<file path="config.mk">
export PLATFORM = sky130hd
export DESIGN_NAME = logic_accum_pipe_flat
export DESIGN_NICKNAME = d
export VERILOG_FILES = /design/src/rtl/logic_accum_pipe_if.sv /design/src/rtl/logic_accum_pipe.sv /design/src/flat_wrapper.sv
export SDC_FILE = /design/constraint.sdc
export NUM_CORES = 1
export LEC_CHECK = 0
export BUFFER_PORTS_ARGS = -buffer_cell sky130_fd_sc_hd__buf_2
export CORE_ASPECT_RATIO = 0.5
export CORE_MARGIN = 4
export CORE_UTILIZATION = 25
export CTS_CLUSTER_DIAMETER = 100
export DETAILED_ROUTE_END_ITERATION = 8
export PLACE_DENSITY = 0.38
export SYNTH_ARGS = -nofsm -noshare
export SYNTH_HDL_FRONTEND = slang
export SYNTH_SLANG_ARGS = --single-unit
</file>
<file path="constraint.sdc">
create_clock -name clk -period 2.3 [get_ports clk]
set_clock_uncertainty 0.2 [all_clocks]
set_input_delay 0.23 -clock clk [delete_from_list [all_inputs] [get_ports clk]]
set_output_delay 0.23 -clock clk [all_outputs]
set_load 0.01 [all_outputs]
</file>
<file path="src/rtl/logic_accum_pipe_if.sv">
// Handshake bundle for logic_accum_pipe: input beat channel, result channel and beat counter.
// The DUT connects through the slave modport; a driver or bench uses master.
interface logic_accum_pipe_if #(
    parameter int unsigned WIDTH = 8
);
    logic             in_valid;
    logic             in_ready;
    logic [WIDTH-1:0] in_data;
    logic [1:0]       mode;
    logic             acc_clr;
    logic             out_valid;
    logic             out_ready;
    logic [WIDTH-1:0] out_data;
    logic             out_parity;
    logic [15:0]      count;

    modport master (
        output in_valid, in_data, mode, acc_clr, out_ready,
        input  in_ready, out_valid, out_data, out_parity, count
    );

    modport slave (
        input  in_valid, in_data, mode, acc_clr, out_ready,
        output in_ready, out_valid, out_data, out_parity, count
    );
endinterface

</file>
<file path="src/rtl/logic_accum_pipe.sv">
// Sample register A and XOR accumulator B combined by a selectable bitwise op; results leave
// through a DEPTH-stage elastic valid/ready pipeline.
module logic_accum_pipe #(
    parameter int unsigned WIDTH = 8,
    parameter int unsigned DEPTH = 2
) (
    input logic            clk,
    input logic            rst,
    logic_accum_pipe_if.slave bus
);
    logic [WIDTH-1:0] r_a;
    logic [WIDTH-1:0] r_b;
    logic [15:0]      r_count;
    logic [DEPTH-1:0] r_valid;
    logic [WIDTH-1:0] r_data [DEPTH];

    logic             w_accept;
    logic [WIDTH-1:0] w_a_next;
    logic [WIDTH-1:0] w_b_next;
    logic [WIDTH-1:0] w_result;
    logic [DEPTH-1:0] w_load;
    logic [DEPTH-1:0] w_src_valid;
    logic [WIDTH-1:0] w_src_data [DEPTH];

    // A stage may load iff some stage at or after it is empty, or the tail drains this cycle.
    always_comb begin : load_calc
        logic v_any;
        v_any = bus.out_ready;
        w_load = '0;
        for (int i = DEPTH - 1; i >= 0; i--) begin
            v_any = v_any | ~r_valid[i];
            w_load[i] = v_any;
        end
    end

    assign bus.in_ready = w_load[0];
    assign w_accept     = bus.in_valid & w_load[0];

    // A simultaneous clear makes the old A and B count as zero for this beat.
    assign w_a_next = bus.in_data;
    assign w_b_next = bus.acc_clr ? '0 : (r_a ^ r_b);

    always_comb begin
        w_result = '0;
        unique case (bus.mode)
            2'b00: w_result = w_a_next & w_b_next;
            2'b01: w_result = w_a_next | w_b_next;
            2'b10: w_result = w_a_next ^ w_b_next;
            2'b11: w_result = ~(w_a_next ^ w_b_next);
            default: w_result = '0;
        endcase
    end

    always_ff @(posedge clk or posedge rst) begin
        if (rst) begin
            r_a     <= '0;
            r_b     <= '0;
            r_count <= '0;
        end else if (w_accept) begin
            r_a <= w_a_next;
            r_b <= w_b_next;
            if (bus.acc_clr) begin
                r_count <= 16'd1;
            end else if (r_count != 16'hFFFF) begin
                r_count <= r_count + 16'd1;
            end
        end else if (bus.acc_clr) begin
            r_a     <= '0;
            r_b     <= '0;
            r_count <= '0;
        end
    end

    for (genvar g = 0; g < DEPTH; g++) begin : g_src
        if (g == 0) begin : g_head
            assign w_src_valid[g] = w_accept;
            assign w_src_data[g]  = w_result;
        end else begin : g_body
            assign w_src_valid[g] = r_valid[g-1];
            assign w_src_data[g]  = r_data[g-1];
        end
    end

    always_ff @(posedge clk or posedge rst) begin
        if (rst) begin
            r_valid <= '0;
            for (int i = 0; i < DEPTH; i++) begin
                r_data[i] <= '0;
            end
        end else begin
            for (int i = 0; i < DEPTH; i++) begin
                if (w_load[i]) begin
                    r_valid[i] <= w_src_valid[i];
                    if (w_src_valid[i]) begin
                        r_data[i] <= w_src_data[i];
                    end
                end
            end
        end
    end

    assign bus.out_valid  = r_valid[DEPTH-1];
    assign bus.out_data   = r_data[DEPTH-1];
    assign bus.out_parity = ^r_data[DEPTH-1];
    assign bus.count      = r_count;
endmodule

</file>
<file path="src/flat_wrapper.sv">
// flat-port wrapper written by rule: the top's interface ports become plain ports
module logic_accum_pipe_flat 
#(
    parameter int unsigned WIDTH = 8,
    parameter int unsigned DEPTH = 2
)
  (clk, rst, bus_in_valid, bus_in_data, bus_mode, bus_acc_clr, bus_out_ready, bus_in_ready, bus_out_valid, bus_out_data, bus_out_parity, bus_count);
  logic_accum_pipe_if #(.WIDTH(WIDTH)) bus_i ();
  input logic clk;
  input logic rst;
  input wire logic [$bits(bus_i.in_valid)-1:0] bus_in_valid;
  input wire logic [$bits(bus_i.in_data)-1:0] bus_in_data;
  input wire logic [$bits(bus_i.mode)-1:0] bus_mode;
  input wire logic [$bits(bus_i.acc_clr)-1:0] bus_acc_clr;
  input wire logic [$bits(bus_i.out_ready)-1:0] bus_out_ready;
  output wire logic [$bits(bus_i.in_ready)-1:0] bus_in_ready;
  output wire logic [$bits(bus_i.out_valid)-1:0] bus_out_valid;
  output wire logic [$bits(bus_i.out_data)-1:0] bus_out_data;
  output wire logic [$bits(bus_i.out_parity)-1:0] bus_out_parity;
  output wire logic [$bits(bus_i.count)-1:0] bus_count;
  assign bus_i.in_valid = bus_in_valid;
  assign bus_i.in_data = bus_in_data;
  assign bus_i.mode = bus_mode;
  assign bus_i.acc_clr = bus_acc_clr;
  assign bus_i.out_ready = bus_out_ready;
  assign bus_in_ready = bus_i.in_ready;
  assign bus_out_valid = bus_i.out_valid;
  assign bus_out_data = bus_i.out_data;
  assign bus_out_parity = bus_i.out_parity;
  assign bus_count = bus_i.count;
  logic_accum_pipe #(.WIDTH(WIDTH), .DEPTH(DEPTH)) u_core (.clk(clk), .rst(rst), .bus(bus_i));
endmodule
</file>
==> flow_summary.json <==
{
  "status": "finished clean",
  "syn_avg_cell_area_sq_um": 9.355,
  "arrival_ps": 1930,
  "routabilityCongestion": 0.8391,
  "fin_area_sq_mm": 0.003483,
  "holdWs_ps": 33.97,
  "fin_nets": 385,
  "crit_chain": "and4_1 > and4_4 > a211oi_1 > mux2_2",
  "instances_no_fill": 514,
  "die_h_um": 85.50,
  "final_core_util_pct": 30.69,
  "cts.sinks": 50,
  "p_leak_nw": 1.663,
  "rsz0062_at_grt": "false",
  "grt_pass1_wl_um": 11790,
  "clk_latency_ps": 290,
  "wl_per_cell_um": 13.58,
  "synth_cell_types": 41,
  "yosysWarnings": 0,
  "synth_edf_count": 0,
  "yosysTopAreaCell": "dfrtp_1",
  "period_needed_ps": 1946,
  "synth.most_common_cell": "dfrtp_1",
  "drtAntennaViolNets": 0,
  "comb_power_share_pct": 24.7,
  "core-area_sq_mm": 0.01135,
  "p_int_mw": 1.698,
  "pwr-share-seq_pct": 44.0,
  "switching_share_pct": 30.04,
  "critPathRequiredTime_ps": 2280,
  "critPathMaxFanout": 10,
  "numPortBuffers": 41,
  "critical_path_buf_inv_count": 0,
  "synth_nets": 353,
  "ir_worst_vdd_v": 0.0005279,
  "grt_max_degree": 51,
  "crit_end": "u_core.bus.count[4]$_DFFE_PP0P_",
  "cp_slowest_cell": "dfrtp_1",
  "power_density_mw_per_mm2": 696.7,
  "postSynthCellCount": 321,
  "rr_endpoint": "u_core.bus.count[4]$_DFFE_PP0P_",
  "end_kind": "register",
  "detailedPlace.worstSlack_ps": 393.0,
  "finalSetupViolations": 0,
  "ys_seq_area_share_pct": 41.67,
  "fmax_ghz": 0.5138,
  "cts.path.max_buffers": 2,
  "finalPower_mw": 2.427,
  "grt.total_usage_pct": 10.58,
  "synthArstFlopShare_pct": 100.0,
  "crit_path_start_kind": "register",
  "netSwitchingPower_mw": 0.7291,
  "vias_per_cell": 4.368,
  "max_cap_violations": 0,
  "overflow": 0,
  "synth_area_leaders": "dfrtp_1, ha_1, xor2_1",
  "critPathMaxStageDelay_ps": 450,
  "clk_root_buffer_cell": "clkbuf_16",
  "drc": 0,
  "grt_pass1_vias": 2255,
  "dpl_cell_area_sq_mm": 0.003323,
  "setup_tns_ps": 0,
  "syn_to_final_growth_pct": 16.00,
  "hold_viol_final": 0,
  "ioPinCount": 42,
  "r2r-start": "u_core.bus.count[2]$_DFFE_PP0P_",
  "synthFlopType": "dfrtp_1",
  "dpl.hpwl_um": 5001,
  "critPathLaunch": "u_core.bus.count[2]$_DFFE_PP0P_",
  "crit_family": "simple AND/OR/NAND/NOR gates",
  "die_area_sq_mm": 0.01394,
  "vias": 2245,
  "drtIter0Drc": 95,
  "rrSetupSlack_ps": 350,
  "h-tree-depth": 2,
  "cts_resized": 0,
  "ff2ff_path_depth": 4,
  "rows": 27,
  "worst_hold_path_type": "in2reg",
  "synth_commonest_cells": "dfrtp_1, nand2_1, inv_1, o21ai_0, nand3_1",
  "drtPass1Iterations": 5,
  "start_util_pct": 26.46,
  "drive_gt1_share_pct": 20.34,
  "chipWidth_um": 163.0,
  "final.period_utilization_pct": 84.62,
  "relSlewSlack_pct": 56.39,
  "path_class": "reg2reg",
  "place_inst": 504,
  "clk_pin_slew_ps": 70,
  "power_frac_clock_pct": 31.3,
  "cts_inserted_buffers": 5,
  "cts_tree": "yes",
  "ys_ff_latch": 50,
  "max_slew.worst_pin.slew_ps": 654.1,
  "synthDominantCellAreaShare_pct": 41.67,
  "fin_ws_ps": 353.8,
  "worst-path-stages": 4,
  "antenna_found_initial": 0,
  "syn_area_sq_mm": 0.003003,
  "drt-total-wl_um": 6981,
  "maxSlewViolCount": 0
}
-- sequential cells by signal, summed over array words and instances, names as in the netlist --
signal / flops
u_core.bus.count: 16
u_core.bus.out_data: 8
u_core.r_a: 8
u_core.r_b: 8
u_core.r_data: 8
u_core.r_valid: 2
-- logic make-up after synthesis --
family          share of synthesized area [%]
simple gates                            14.88
buf+inv                                 8.416
xor+xnor                                9.333
flops                                   41.67
fa+ha+maj                               7.083
compound gates                          11.50
mux                                     7.125
-- cell usage in the layout, fill, tap and decap left out, drive strengths merged, types with 4 or more instances in the layout --
master	n
clkbuf	7
a211oi	5
dfrtp	50
nand2	35
buf	48
nand4	4
xnor2	14
ha	17
o21ai	28
mux2i	9
nand3	21
inv	31
mux2	11
nor2	14
xor2	18
a21oi	6
-- final cells by class --
cell class	instances	area, sq um
fill	1222	7868
multi-input combinational	216	1499
clock buffer	7	142.6
timing repair buffer	49	267.8
clock inverter	1	5.005
sequential	50	1251
tap	159	198.9
inverter	31	116.4
antenna	1	2.502
-- how the worst min path moves through the flow --
stage	startpoint	to	slack, ps	cells past startpoint
CTS	bus_out_ready	u_core.r_valid[1]$_DFFE_PP0P_	30	3
detailed placement	rst	u_core.bus.count[12]$_DFFE_PP0P_	260	3
finish	bus_out_ready	u_core.r_valid[1]$_DFFE_PP0P_	30	3
global placement	rst	u_core.bus.count[12]$_DFFE_PP0P_	250	3
global route	bus_out_ready	u_core.r_valid[1]$_DFFE_PP0P_	50	3
floorplan	bus_in_data[0]	u_core.r_a[0]$_DFFE_PP0P_	200	2
-- power groups by stage --
stage / clock, mW / combinational [mW] / sequential (mW)
after floorplan: 0 / 0.482 / 1.06
after global placement: 0 / 0.607 / 1.08
after detailed placement: 0 / 0.608 / 1.08
after CTS: 0.799 / 0.616 / 1.07
after global routing: 0.830 / 0.676 / 1.09
final: 0.759 / 0.600 / 1.07
-- per-layer routing --
layer	track usage (%)	up-vias	part of all wire (%)
met5	0	-	0
met1	15.40	1064	52
met4	2.740	0	1.1
met2	15.26	39	42
met3	3.120	6	4.4
li1	-	1136	-
-- worst register-to-register path: cells and delay by family, from the launching register on --
family | cells | cell delay, ps
DFF | 1 | 450
and+or+nand+nor | 2 | 570
AOI/OAI and AO/OA | 1 | 260
muxes | 1 | 360
-- timing repair --
action,4_1_cts,5_1_grt
hold endpoints to repair,50,0
hold buffers,1,0
setup buffers,0,0
Note: power is estimated with default switching activity, not from simulation.
